--- config.mk ---
export PLATFORM = sky130hd
export DESIGN_NAME = grom_alu
export DESIGN_NICKNAME = d
export VERILOG_FILES = /design/src/rtl/grom_alu_pkg.sv /design/src/rtl/grom_alu_shifter.sv /design/src/rtl/grom_alu.sv
export SDC_FILE = /design/constraint.sdc
export NUM_CORES = 1
export LEC_CHECK = 0
export BUFFER_PORTS_ARGS = -buffer_cell sky130_fd_sc_hd__buf_2
export CAP_MARGIN = 5
export CORE_ASPECT_RATIO = 0.75
export CORE_UTILIZATION = 40
export DETAILED_ROUTE_END_ITERATION = 8
export SLEW_MARGIN = 25
export SYNTH_ARGS = -nofsm -noshare
export SYNTH_HDL_FRONTEND = slang
export SYNTH_HIERARCHICAL = 1
export SYNTH_SLANG_ARGS = --single-unit
export TNS_END_PERCENT = 5
--- constraint.sdc ---
create_clock -name clk -period 2.55 [get_ports clk]
set_clock_uncertainty 0.15 [all_clocks]
set_input_delay 0.255 -clock clk [delete_from_list [all_inputs] [get_ports clk]]
set_output_delay 0.255 -clock clk [all_outputs]
set_load 0.02 [all_outputs]
--- src/rtl/grom_alu_pkg.sv ---
// grom_alu_pkg: operation codes and default data width for the grom ALU
package grom_alu_pkg;
  localparam int DEFAULT_WIDTH = 8;
  localparam logic [4:0] OP_ADD = 5'b00000;
  localparam logic [4:0] OP_SUB = 5'b00001;
  localparam logic [4:0] OP_ADC = 5'b00010;
  localparam logic [4:0] OP_SBC = 5'b00011;
  localparam logic [4:0] OP_AND = 5'b00100;
  localparam logic [4:0] OP_OR  = 5'b00101;
  localparam logic [4:0] OP_NOT = 5'b00110;
  localparam logic [4:0] OP_XOR = 5'b00111;
  localparam logic [4:0] OP_INC = 5'b01000;
  localparam logic [4:0] OP_DEC = 5'b01001;
  localparam logic [4:0] OP_CMP = 5'b01010;
  localparam logic [4:0] OP_TST = 5'b01011;
  localparam logic [4:0] OP_SHL = 5'b10000;
  localparam logic [4:0] OP_SHR = 5'b10001;
  localparam logic [4:0] OP_SAL = 5'b10010;
  localparam logic [4:0] OP_SAR = 5'b10011;
  localparam logic [4:0] OP_ROL = 5'b10100;
  localparam logic [4:0] OP_ROR = 5'b10101;
  localparam logic [4:0] OP_RCL = 5'b10110;
  localparam logic [4:0] OP_RCR = 5'b10111;
endpackage

--- src/rtl/grom_alu_shifter.sv ---
// grom_alu_shifter: combinational shift/rotate unit; op[0] selects right, op[2] selects rotate
module grom_alu_shifter #(
  parameter int WIDTH = 8
) (
  input  logic [WIDTH-1:0] a,
  input  logic [2:0]       op,
  input  logic             cin,
  output logic [WIDTH-1:0] y,
  output logic             cout
);
  logic fill;
  always_comb begin
    fill = op[2] ? (op[1] ? cin : (op[0] ? a[0] : a[WIDTH-1])) : (op[1] & op[0] & a[WIDTH-1]);
    y    = op[0] ? {fill, a[WIDTH-1:1]} : {a[WIDTH-2:0], fill};
    cout = op[0] ? a[0] : a[WIDTH-1];
  end
endmodule

--- src/rtl/grom_alu.sv ---
// grom_alu: registered 8-bit ALU with CF/ZF/SF flags; GROM_ALU_OVERFLOW_EN adds a signed-overflow OF output
module grom_alu
  import grom_alu_pkg::*;
#(
  parameter int WIDTH = DEFAULT_WIDTH
) (
  input  logic             clk,
  input  logic             reset,
  input  logic [WIDTH-1:0] A,
  input  logic [WIDTH-1:0] B,
  input  logic [4:0]       operation,
  output logic [WIDTH-1:0] result,
  output logic             CF,
  output logic             ZF,
  output logic             SF
`ifdef GROM_ALU_OVERFLOW_EN
  ,
  output logic             OF
`endif
);
  logic [WIDTH-1:0] x, y, r, sh_y;
  logic [WIDTH:0]   sum;
  logic             cin, sub, c, valid, sh_c;
  grom_alu_shifter #(.WIDTH(WIDTH)) u_shifter (
    .a(A), .op(operation[2:0]), .cin(CF), .y(sh_y), .cout(sh_c)
  );
  always_comb begin
    x   = (operation == OP_INC || operation == OP_DEC) ? B : A;
    y   = (operation == OP_INC || operation == OP_DEC) ? WIDTH'(1) : B;
    cin = (operation == OP_ADC || operation == OP_SBC) ? CF : 1'b0;
    sub = operation == OP_SUB || operation == OP_SBC || operation == OP_DEC || operation == OP_CMP;
    // the extra top bit is carry for adds and borrow for subtracts
    sum = sub ? {1'b0, x} - {1'b0, y} - {{WIDTH{1'b0}}, cin}
              : {1'b0, x} + {1'b0, y} + {{WIDTH{1'b0}}, cin};
    r     = result;
    c     = CF;
    valid = 1'b1;
    case (operation)
      OP_ADD, OP_SUB, OP_ADC, OP_SBC, OP_INC, OP_DEC, OP_CMP: begin
        r = sum[WIDTH-1:0];
        c = sum[WIDTH];
      end
      OP_AND, OP_TST: begin r = A & B; c = 1'b0; end
      OP_OR:          begin r = A | B; c = 1'b0; end
      OP_NOT:         begin r = ~B;    c = 1'b0; end
      OP_XOR:         begin r = A ^ B; c = 1'b0; end
      OP_SHL, OP_SHR, OP_SAL, OP_SAR, OP_ROL, OP_ROR, OP_RCL, OP_RCR: begin
        r = sh_y;
        c = sh_c;
      end
      default: valid = 1'b0;
    endcase
  end
`ifdef GROM_ALU_OVERFLOW_EN
  logic o;
  always_comb begin
    o = 1'b0;
    case (operation)
      OP_ADD, OP_ADC, OP_INC:         o = (x[WIDTH-1] == y[WIDTH-1]) && (r[WIDTH-1] != x[WIDTH-1]);
      OP_SUB, OP_SBC, OP_DEC, OP_CMP: o = (x[WIDTH-1] != y[WIDTH-1]) && (r[WIDTH-1] != x[WIDTH-1]);
      OP_SHL, OP_SAL:                 o = A[WIDTH-1] ^ A[WIDTH-2];
      default:                        o = 1'b0;
    endcase
  end
  always_ff @(posedge clk or posedge reset)
    if (reset) OF <= 1'b0;
    else if (valid) OF <= o;
`endif
  always_ff @(posedge clk or posedge reset) begin
    if (reset) begin
      result <= '0;
      CF     <= 1'b0;
      ZF     <= 1'b0;
      SF     <= 1'b0;
    end else if (valid) begin
      result <= r;
      CF     <= c;
      ZF     <= r == '0;
      SF     <= r[WIDTH-1];
    end
  end
endmodule

After elaboration in Yosys (flattened, before gate mapping)
Cells that the tools add are included.
Storage, ports and cells
  bits in registers: 11
  word-level logic and storage cells: 58
Operators by class
  add/sub/neg operators: 4
  equality and inequality tests: 19
  multiplexer cells: 11
  bitwise operators: 6
  reduce and logical (&&, ||, !) cells: 14
Operators by type and width (number)
  8-bit one-hot mux with 6 select lines: 1
  5-bit equality test, second input constant: 8
  8-bit two-way mux: 3
  5-bit by 3-bit equality test with 1-bit output, second input constant: 4
  5-bit by 4-bit equality test with 1-bit output, second input constant: 4
  20-bit OR reduction: 1
  5-bit by 2-bit equality test with 1-bit output, second input constant: 2
  8-bit by 8-bit adder with 9-bit output: 1
  9-bit by 1-bit adder with 9-bit output: 1
  9-bit two-way mux: 1
  8-bit by 8-bit subtractor with 9-bit output: 1
  9-bit by 1-bit subtractor with 9-bit output: 1
  8-bit AND: 1
  8-bit logical NOT: 1
  8-bit NOT: 1
  8-bit OR: 1
  8-bit OR reduction: 1
  8-bit bitwise XOR: 1
  7-bit OR reduction: 1
  5-bit by 1-bit equality test with 1-bit output, second input constant: 1
  5-bit logical NOT: 1
  1-bit logical OR: 5
  1-bit two-way mux: 5
  5-bit OR reduction: 1
  other kinds (5): 6

Logic depth before layout (Yosys ltp)
Gate-level depths: netlist of the first run.
  word-level depth: 8
  gate-level depth with buffers: 15
  gate-level depth less buffers: 14

By module
Netlist of the first run, hierarchy kept.
By module, submodules not included
  grom_alu: instances 1, cells each 276, area each 2090.8 um^2
  grom_alu_shifter: instances 1, cells each 17, area each 177.7 um^2

Worst setup path before layout of the first run
OpenSTA, ideal clock, no wires.
  kind: input-to-reg
  start: in operation[2]
  end: reg ZF
  setup time: 0.095 ns
  arrival: 3.468 ns
  data required time: 2.305 ns
  slack: -1.164 ns
  stages: 15
  buffers on the path: 2
  path through: buf_2 > nor4b_4 > clkbuf_1 > nor2_1 > a21oi_1 > fa_1 > inv_1 > fa_1 > o21ai_0 > a21oi_1 > a211oi_1 > xnor2_1 > a221oi_1 > o2111ai_1 > o32ai_2
On the way
  cells in the longest elaborated chain, start to end: 8
  elaborated cells on any way between the ends: 42
  classes of those cells: add/sub: 4; eq/ne: 19; mux: 8; reduce/logical: 11
Ends and longest elaborated chain
  start: declaration: line grom_alu.sv:11  | input logic [4:0] operation,
  5-bit by 4-bit equality test with 1-bit output, on equally long branches
  1-bit logical OR: line grom_alu.sv:28, grom_alu.sv:29
  8-bit two-way mux, on equally long branches: line grom_alu.sv:28, grom_alu.sv:29
  8-bit by 8-bit adder with 9-bit output or 8-bit by 8-bit subtractor with 9-bit output (tied branches): line grom_alu.sv:34, grom_alu.sv:33
  9-bit by 1-bit adder with 9-bit output or 9-bit by 1-bit subtractor with 9-bit output (tied branches): line grom_alu.sv:34, grom_alu.sv:33
  9-bit two-way mux: line grom_alu.sv:33  | sum = sub ? {1'b0, x} - {1'b0, y} - {{WIDTH{1'b0}}, cin}
  8-bit one-hot mux with 6 select lines: line grom_alu.sv:38  | case (operation)
  8-bit logical NOT: line grom_alu.sv:78  | ZF <= r == '0;
  end signal: assignment: line grom_alu.sv:73  | ZF <= 1'b0;
  end signal: assignment: line grom_alu.sv:78
  end: declaration: line grom_alu.sv:14  | output logic ZF,
Parallel ways exist; a longest one is shown, timed or not.
A chain may end at the register's enable or synchronous reset.

Final worst setup path of the first run
  start: in operation[4]
  end: reg ZF
The elaborated chain is that of the path after synthesis.

==> flow_summary_export.csv, run 1 <==
group,metric,value,unit
outcome,outcome,"finished with violations",
outcome,failed_checks,"negative setup slack",
cells_and_area,syn_to_final_growth,43.1,%
synthesis,ys_seq_area_share,11.0,%
clocking,path_clk_slew,40,ps
clocking,htreeDepth,1,
synthesis,syn_nets,355,
timing,final.setup.worst_slack,-570,ps
worst_setup_path,crit_family,"simple AND/OR/NAND/NOR gates",
worst_setup_path,crit_top_cell,"buf_4",
clocking,clock_path_buffers,2,
worst_setup_path,critPathBufInv,6,
global_routing,grt_max_degree,22,
worst_setup_path,worstSetupStartpointType,"input pin",
synthesis,synth_ff_type,"dfrtp_1",
timing,slew_headroom,65.3,%
synthesis,synth-seq-cells,10,
timing,worst_pin_slew,513,ps
floorplan,die_w,89.0,microns
clocking,cts_tree,"done",
timing,hold_violations,0,
global_routing,grt_pass1_wl,11.0,mm
power,total_power,1.11,mW
clocking,cts-root-buf,"clkbuf_8",
power,p_per_area,342,nW/um^2
clocking,numCtsBuffers,3,
worst_hold_path,worstHoldPathType,"reg2reg",
route,post_drt_wl_per_cell,14.7,microns
timing,rsz0062_at_grt,"true",
synthesis,avgSynthCellArea,7.74,sq um
placement,place_hpwl,5.69,mm
global_routing,use_met1,36.4,%
timing,min_period,3120,ps
worst_setup_path,crit_path_end_kind,"flop",
synthesis,ys_warn_count,6,
global_routing,busiest_layer,"met2",
worst_setup_path,worstSetupPathType,"in2reg",
synthesis,synth_cell_types,59,
route,first_pass_iters,5,
worst_setup_path,slowest_stage,"or4_1",
run,drv_cap,0,
synthesis,synth_edf_count,0,
route,route.detailed.drc,0,
timing,tns,-2640,ps
worst_setup_path,crit_path_cell_trace,"buf_2, nor4b_4, buf_6, buf_4, nor2_1, a21o_1, buf_4, inv_1, ha_1, inv_2, ha_4, or4_1, o221ai_2, o21ai_0, nand2_1, nand4_1, o32ai_2",
placement,place.gp.congestion,0.874,
worst_setup_path,cp.required,2540,ps
floorplan,start_util,41.9,%
clocking,cts_sinks,10,
placement,io_buffer_count,33,
worst_setup_path,cp_max_fo,8,
route,ant_nets,0,
global_routing,antenna_found_initial,0,
cells_and_area,drive_gt1_share,41.1,%
global_routing,use_met2,37.3,%
cells_and_area,fin_nets,458,
floorplan,fp.dieH,67.2,microns
cells_and_area,n_antenna_cell,0,
worst_setup_path,cp.arrival,3110,ps
clocking,clk_latency,230,ps
power,leakage,1.62,nW
global_routing,grt_pass1_vias,2294,
timing,clock.fmax,0.321,GHz
floorplan,core_area,5410,sq um
power,max-vdd-ir-drop,0.000121,V
route,drt_wl_total,6.91,mm
placement,placed_area,3040,sq um
floorplan,row_count,23,
global_routing,grt_util_met3,0.978,%
floorplan,io_pins,34,
synthesis,synthCells,293,
route,drt-initial-drc-count,145,
global_routing,grt_util_all_layers,24.0,%
timing,setup-violations-final,8,
floorplan,die_area,5980,sq um
route,vias_per_cell,5.37,
worst_setup_path,slowest_delay,500,ps
synthesis,ys_async_sr_fraction,100,%
synthesis,syn_area,2270,sq um
cells_and_area,final_area,3250,sq um
timing,report.final.slew_viol_count,0,
global_routing,overflow,0,
route,vias,2517,
cells_and_area,nFillCells,508,
timing,finalCritPeriodShare,122,%
## registers in the layout (all words and copies together) (netlist names)
name,count
ZF,1
CF,1
result,8
## metal layers
layer / vias to the layer above / share of wire (%)
li1: 1245 / -
met1: 1176 / 50
met2: 87 / 43
met3: 9 / 5.8
met4: 0 / 1.3
met5: - / 0
## worst register-to-register path: stages (launching register included)
cell       delay (ps)
dfrtp_1           390
nand2_1           140
inv_1              80
fa_2              350
inv_2              70
fa_2              430
o21ai_1           110
a21oi_2            90
o32a_1            390
a2111oi_4         240
o2111ai_1         180
o32ai_2           210
## stage by stage
stage	instances	utilization, %	hold WS [ps]	setup slack (ps)
floorplan	293	-	-54.8	-769
global placement	462	56.1	89.6	-772
detailed placement	462	56.1	91.3	-844
CTS	467	58.0	344	-532
global route	469	60.0	369	-712
finish	469	60.0	339	-570
## what timing repair did
action | in CTS | in global routing
pin swaps | 2 | 9
hold buffers | 1 | 0
gates resized for setup | 8 | 21
endpoints found under the setup margin | 9 | 9
setup buffers | 1 | 2
hold endpoints to repair | 10 | 0
## placed cells by master, fill, tap and decap left out, types with 5 or more instances in the layout
cell | Yosys | layout
nand2_1 | 20 | 19
buf_2 | 5 | 33
ha_1 | 35 | 31
o22ai_1 | 7 | 6
nand3_1 | 5 | 5
o21ai_0 | 11 | 8
dfrtp_1 | 10 | 10
nor2_1 | 29 | 29
inv_1 | 41 | 38
a21oi_2 | 1 | 6
a21o_1 | 5 | 5
a21oi_1 | 18 | 13
mux2_4 | 7 | 7
buf_4 | 2 | 75
## layout make-up
type / instances / area (sq um) / share of cell area [%]
Clock buffer: 3 / 41.3 / 1.27
Inverter: 41 / 154 / 4.74
Multi-Input combinational cell: 230 / 1960 / 60.3
Sequential cell: 10 / 250 / 7.71
Tap cell: 75 / 93.8 / 2.89
Timing Repair Buffer: 110 / 749 / 23.1
## Yosys cell counts (5+ instances only)
library cell,count,area [sq um]
a211oi_1,5,37.5
a21o_1,5,37.5
a21oi_1,18,90.1
buf_2,5,25.0
dfrtp_1,10,250
ha_1,35,438
inv_1,41,154
mux2_4,7,105
nand2_1,20,75.1
nand3_1,5,25.0
nor2_1,29,109
o21ai_0,11,55.1
o22ai_1,7,43.8
## kinds of logic (layout without fill, tap and decap cells)
logic type | count (synthesis) | after routing | share of synthesized area, %
buf+inv | 53 | 154 | 9.71
compound gates | 82 | 82 | 25.8
xor+xnor | 7 | 7 | 2.70
fa+ha+maj | 39 | 39 | 22.8
flops | 10 | 10 | 11.0
mux | 11 | 11 | 6.40
simple gates | 91 | 91 | 21.5
## path summary, 6_finish.rpt
| path | startpoint | cells after the start | slack [ps] | end |
|---|---|---|---|---|
| min | result[0] | 1 | 340 | result[0] |
| max in group asynchronous | reset | 3 | 1620 | CF |
| max reg2reg | CF | 11 | -390 | ZF |
| max | operation[4] | 17 | -570 | ZF |
| min in group asynchronous | reset | 3 | 380 | result[6] |
| min reg2reg | result[0] | 1 | 340 | result[0] |
## report_power, final
group,switching (mW),internal (mW),total (mW)
combinational,0.390,0.362,0.752
sequential,0.0140,0.183,0.197
clock,0.0580,0.103,0.161
Power figures use the tool's default switching activity.
==> inputs of run 2 (changes only) <==
- ABC_AREA: not set -> 1
==> run 2 against run 1 <==
Compared with the run above:
- sequential share of layout area fell by 0.43 points
- non-clock buffer count fell by 18
- power rose by 8.8%
- die area rose by 5.5%
- via count rose by 16%
- synthesized cell count rose by 40%
- first-iteration DRC count rose by 9.7%
- worst setup slack improved by 540 ps
- the run still ends with negative setup slack left
- worst hold slack got worse by 14 ps
- register-to-register slack improved by 400 ps
- largest cell class unchanged
- clock power rose by 32%
==> flow_summary_export.csv, run 2 <==
group,metric,value,unit
placement,dp_cells,564,
global_routing,antenna_found_initial,0,
synthesis,synthTopCellsByArea,"nand2_1, ha_1, inv_1, dfrtp_1, nand3_1",
global_routing,busiest_layer,"met2",
power,combPwrFrac,66.2,%
placement,dp_slack,-448,ps
synthesis,ys_async_sr_fraction,100,%
clocking,numCtsBuffers,3,
clocking,path_clk_slew,50,ps
clocking,cts_sinks,10,
clocking,clock_path_buffers,2,
global_routing,overflow,0,
global_routing,grt_util_met3,4.30,%
worst_setup_path,worstSetupStartpointType,"input pin",
placement,place.gp.congestion,0.992,
worst_setup_path,cp_max_fo,4,
floorplan,row_count,24,
synthesis,synth.largest_area_cell,"nand2_1",
power,p_per_area,351,nW/um^2
floorplan,core_area,5800,sq um
outcome,failed_checks,"negative setup slack",
synthesis,synth_edf_count,0,
synthesis,synth_top_area_share,19.4,%
timing,slew_headroom,74.0,%
cells_and_area,layout_common_cells,"nand2_1, inv_1, buf_4",
cells_and_area,n_antenna_cell,0,
global_routing,use_met1,37.1,%
global_routing,grt_pass1_wl,13.0,mm
synthesis,ys_seq_area_share,10.4,%
cells_and_area,largest_reg_flops,8,
worst_setup_path,worstSetupPathType,"in2reg",
placement,io_buffer_count,33,
outcome,outcome,"finished with violations",
synthesis,yosysMostFrequentCell,"nand2_1",
global_routing,use_met2,40.3,%
timing,clock.fmax,0.388,GHz
synthesis,synth_ff_type,"dfrtp_1",
timing,final.setup.worst_slack,-28.3,ps
clocking,cts_tree,"done",
floorplan,io_pins,34,
synthesis,synth-seq-cells,10,
route,first_pass_iters,5,
cells_and_area,fin_cells,578,
global_routing,grt_max_degree,20,
worst_setup_path,cp.arrival,2570,ps
route,drt_wl_total,8.03,mm
power,cellInternalPower,670,uW
timing,worst_pin_slew,389,ps
timing,hold_violations,0,
synthesis,synth_cell_types,42,
timing,tns,-28.3,ps
power,pwr-share-clk,17.5,%
floorplan,fp.dieH,69.0,microns
worst_setup_path,cp.required,2540,ps
timing,min_period,2580,ps
synthesis,synthCells,409,
route,route.detailed.drc,0,
timing,report.final.slew_viol_count,0,
synthesis,synth_common_cells,"nand2_1, inv_1, ha_1, nor2_1, nand3_1",
power,switching_share,44.5,%
cells_and_area,drive_gt1_share,33.4,%
worst_hold_path,worstHoldPathType,"reg2reg",
cells_and_area,reg.largest.list,"result (8), CF (1), ZF (1)",
route,ant_nets,0,
clocking,htreeDepth,1,
route,drt-initial-drc-count,159,
cells_and_area,syn_to_final_growth,43.6,%
clocking,cts-root-buf,"clkbuf_8",
floorplan,start_util,41.3,%
cells_and_area,final_common_cell,"nand2_1",
run,drv_cap,0,
floorplan,die_area,6310,sq um
power,total_power,1.21,mW
timing,rsz0062_at_grt,"true",
timing,finalCritPeriodShare,101,%
route,vias_per_cell,5.04,
route,post_drt_wl_per_cell,13.9,microns
cells_and_area,final_util,59.3,%
synthesis,syn_area,2400,sq um
timing,setup-violations-final,1,
synthesis,syn_nets,471,
clocking,clk_latency,250,ps
synthesis,avgSynthCellArea,5.86,sq um
global_routing,grt_util_all_layers,25.7,%
cells_and_area,top_register,"result",
synthesis,ys_warn_count,6,
cells_and_area,fin_nets,563,
power,leakage,1.92,nW
worst_setup_path,crit_path_end_kind,"flop",
placement,place_hpwl,6.38,mm
route,vias,2916,
global_routing,grt_pass1_vias,2749,
power,p_switching,538,uW
power,max-vdd-ir-drop,0.000210,V
floorplan,die_w,91.4,microns
power,seq_power_share,16.3,%
## run 2: repair_timing
action	4_1_cts	5_1_grt
hold buffers	1	0
endpoints found under the setup margin	6	9
hold endpoints to repair	10	0
pin swaps	28	27
gates cloned	0	1
resized for setup	32	34
setup buffers	5	3
## run 2: power groups by stage
stage | combinational (mW) | clock [mW] | sequential (mW)
global route | 0.886 | 0.221 | 0.198
floorplan | 0.386 | 0 | 0.230
detailed placement | 0.683 | 0 | 0.199
CTS | 0.732 | 0.218 | 0.196
global placement | 0.677 | 0 | 0.197
finish | 0.799 | 0.212 | 0.196
## run 2: cell type report
cell class / count / area, sq um
fillers: 584 / 2360
flip-flops and latches: 10 / 250
repair buffers: 92 / 672
multi-input cells: 304 / 2020
well taps: 78 / 97.6
clock buffers: 4 / 55.1
inverters: 90 / 345
## run 2: layer usage
| metal | wire (microns) | up-vias | part of all wire, % |
|---|---|---|---|
| met5 | 0 | - | 0 |
| met4 | 129 | 0 | 1.6 |
| met3 | 569 | 15 | 7.1 |
| met2 | 3450 | 104 | 43 |
| met1 | 3880 | 1332 | 48 |
| li1 | - | 1465 | - |
## run 2: kinds of logic (layout without fill, tap and decap cells)
| logic type | count (synthesis) | in the layout | synth area share, % |
|---|---|---|---|
| flops | 10 | 10 | 10.4 |
| xor+xnor | 3 | 3 | 1.10 |
| simple gates | 212 | 212 | 38.1 |
| compound gates | 50 | 50 | 13.3 |
| fa+ha+maj | 39 | 39 | 21.6 |
| buf+inv | 95 | 186 | 15.4 |
## run 2: worst max-delay path: stages
cell     delay, ps
buf_8          100
nor2_4         120
nand3_4        120
buf_6          140
o21ai_4        170
fa_2           240
inv_2           50
buf_6          110
ha_4           140
or2_1          230
inv_2           80
o21a_1         140
nand2_1         50
nand2_1         60
nand3_1         80
nand2_2         90
nand4_1        110
buf_4          160
buf_4          120
## run 2: final timing paths
check,startpoint,end,slack (ps),cells after the start
worst max-delay path,operation[2],result[5],-30,19
worst min-delay path,ZF,ZF,320,2
worst max register to register,CF,result[5],10,16
worst min register to register,ZF,ZF,320,2
max in group asynchronous,reset,result[3],1600,3
min in group asynchronous,reset,result[7],380,3
## run 2: through the flow
step	cell area (sq um)	hold slack (ps)
6_report	3440	325
5_1_grt	3440	379
4_1_cts	3260	319
3_5_place_dp	3050	108
3_3_place_gp	3050	97.1
2_1_floorplan	2450	-54.8
==> inputs of run 3 (changes only) <==
- SYNTH_HIERARCHICAL: 1 -> not set
==> run 3 against run 2 <==
Compared with the run above:
- the flow still finishes with violations (negative setup slack)
- sequential share of layout area increased by 0.43 points
- sequential cell count did not move
- combinational power down 9.0%
- register-to-register slack barely moved
- critical endpoint is now CF
- sequential power barely moved
- utilization decreased by 0.56 points
- area after synthesis down 1.3%
- worst setup slack lost 28 ps
- maximum frequency is 1.1% lower
- clock-buffer cell count fell by 1
- non-clock buffer count up 3
==> flow_summary_export.csv, run 3 <==
group,metric,value,unit
timing,rsz0062_at_grt,"true",
synthesis,ys_async_sr_fraction,100,%
floorplan,core_area,5530,sq um
synthesis,synthTopCellsByArea,"ha_1, nand2_1, inv_1, dfrtp_1, nand3_1",
cells_and_area,final_common_cell,"nand2_1",
floorplan,io_pins,34,
clocking,path_clk_slew,50,ps
timing,slew_headroom,73.7,%
synthesis,synth_edf_count,0,
power,max-vdd-ir-drop,0.000162,V
power,total_power,1.08,mW
timing,tns,-91.8,ps
synthesis,ys_seq_area_share,10.6,%
global_routing,grt_util_all_layers,24.0,%
placement,place.gp.congestion,0.864,
worst_setup_path,r2r.worst_path.cells,14,
worst_setup_path,crit_top_cell,"nand2_1",
cells_and_area,layout_common_cells,"nand2_1, inv_1, buf_4",
timing,min_period,2610,ps
timing,finalCritPeriodShare,102,%
clocking,clock_path_buffers,2,
route,drt-initial-drc-count,176,
synthesis,synth_cell_types,36,
cells_and_area,drive_gt1_share,30.9,%
synthesis,synth.largest_area_cell,"ha_1",
timing,hold_violations,0,
worst_setup_path,slowest_delay,380,ps
route,drt_wl_total,7.23,mm
cells_and_area,top_register,"result",
global_routing,grt_pass1_wl,11.9,mm
global_routing,grt_pass1_vias,2532,
floorplan,fp.dieH,68.6,microns
worst_setup_path,crit_path_cell_trace,"buf_8, nor2_4, nand2_4, buf_6, nand2_4, o21ai_4, fa_2, fa_2, inv_1, nand3_1, nand2_1, nand2_1, nand2_1, nand2_1, nand2_1, nand2_1, a21oi_1, o21ai_1, nand2_1, nand2_1, a21oi_1",
synthesis,synth_ff_type,"dfrtp_1",
route,ant_nets,0,
worst_setup_path,cp.arrival,2610,ps
clocking,cts-root-buf,"clkbuf_8",
cells_and_area,reg.largest.list,"result (8), CF (1), ZF (1)",
power,leakage,1.85,nW
cells_and_area,fin_nets,550,
worst_setup_path,crit_path_end_kind,"flop",
timing,whs,334,ps
synthesis,synth_common_cells,"nand2_1, inv_1, nor2_1, ha_1, nand3_1",
route,first_pass_iters,4,
route,post_drt_wl_per_cell,12.9,microns
run,drv_cap,0,
worst_setup_path,worstSetupStartpointType,"input pin",
synthesis,synth_top_area_share,18.5,%
worst_setup_path,worstSetupPathType,"in2reg",
synthesis,syn_nets,457,
cells_and_area,n_antenna_cell,0,
synthesis,ys_warn_count,0,
timing,worst_pin_slew,395,ps
worst_setup_path,cp_max_fo,6,
route,vias_per_cell,4.93,
placement,dp_cells,554,
outcome,failed_checks,"negative setup slack",
worst_setup_path,critPathBufInv,3,
worst_setup_path,cp.required,2560,ps
timing,clock.fmax,0.384,GHz
worst_setup_path,path_depth,21,
clocking,clk_latency,230,ps
global_routing,antenna_found_initial,0,
outcome,outcome,"finished with violations",
cells_and_area,largest_reg_flops,8,
timing,report.final.slew_viol_count,0,
timing,setup-violations-final,2,
cells_and_area,final_area,3250,sq um
placement,placed_area,3070,sq um
route,vias,2763,
power,p_per_area,333,nW/um^2
floorplan,row_count,23,
clocking,cts_tree,"done",
floorplan,start_util,42.8,%
cells_and_area,fin_cells,561,
global_routing,grt_max_degree,18,
worst_hold_path,holdPathStages,2,
clocking,htreeDepth,1,
placement,io_buffer_count,33,
timing,final.setup.worst_slack,-56.2,ps
worst_setup_path,crit_family,"simple AND/OR/NAND/NOR gates",
worst_hold_path,worstHoldPathType,"reg2reg",
placement,place_hpwl,6.11,mm
synthesis,synth-seq-cells,10,
cells_and_area,nFillCells,561,
worst_setup_path,slowest_stage,"fa_2",
synthesis,yosysMostFrequentCell,"nand2_1",
floorplan,die_area,6230,sq um
global_routing,overflow,0,
synthesis,syn_area,2370,sq um
clocking,numCtsBuffers,3,
synthesis,synthCells,395,
route,route.detailed.drc,0,
clocking,cts_sinks,10,
cells_and_area,syn_to_final_growth,37.3,%
synthesis,avgSynthCellArea,5.99,sq um
floorplan,die_w,90.8,microns
-- run 3: layout make-up --
type	count	area [sq um]	share of cell area [%]
multi-input combinational	305	1920	59.1
sequential	10	250	7.70
tap	75	93.8	2.89
clock buffer	3	41.3	1.27
timing repair buffer	95	666	20.5
inverter	73	279	8.59
-- run 3: power by group --
group	leakage, nW	switching (mW)	internal (mW)
sequential	0.122	0.0114	0.183
combinational	1.71	0.405	0.323
clock	0.0216	0.0569	0.103
total	1.85	0.473	0.609
-- run 3: path summary, 6_finish.rpt --
kind	start	to	slack, ps
setup / recovery	operation[2]	CF	-60
hold reg to reg	ZF	ZF	330
max in group asynchronous	reset	ZF	1570
min in group asynchronous	reset	CF	390
hold / removal	ZF	ZF	330
setup reg to reg	CF	ZF	10
-- run 3: kinds of logic after synthesis --
kind of cell	count (synthesis)	synth area share (%)
and+or+nand+nor	213	41.0
buffers and inverters	80	13.4
AOI/OAI and AO/OA	48	11.3
adders and majority gates	39	21.9
DFF	10	10.6
xor gates and xnor gates	5	1.85
-- run 3: metal layers --
layer / routed length, microns / vias to the layer above / share of wire [%] / GRT usage, %
met5: 0 / - / 0 / 0
met4: 114 / 0 / 1.6 / 5.16
met3: 431 / 10 / 6.0 / 2.85
met2: 3050 / 76 / 42 / 39.1
met1: 3630 / 1243 / 50 / 34.3
li1: - / 1434 / - / -
-- run 3: worst min-delay path: stages (launching register included) --
cell     delay (ps)
dfrtp_1         340
nand2_1          50
nand2_1          50
-- run 3: what timing repair did --
| item | CTS | global route |
|---|---|---|
| hold buffers | 1 | 0 |
| hold endpoints to repair | 10 | 0 |
| gates resized for setup | 21 | 10 |
| setup endpoints to repair | 5 | 7 |
| buffers inserted | 3 | 0 |
| pin swaps | 14 | 6 |
-- run 3: metrics by stage --
step	util, %	worst slack [ps]
2_1_floorplan	-	-72.1
3_3_place_gp	55.6	-377
3_5_place_dp	55.6	-370
4_1_cts	58.1	-65.7
5_1_grt	58.8	-230
6_report	58.8	-56.2
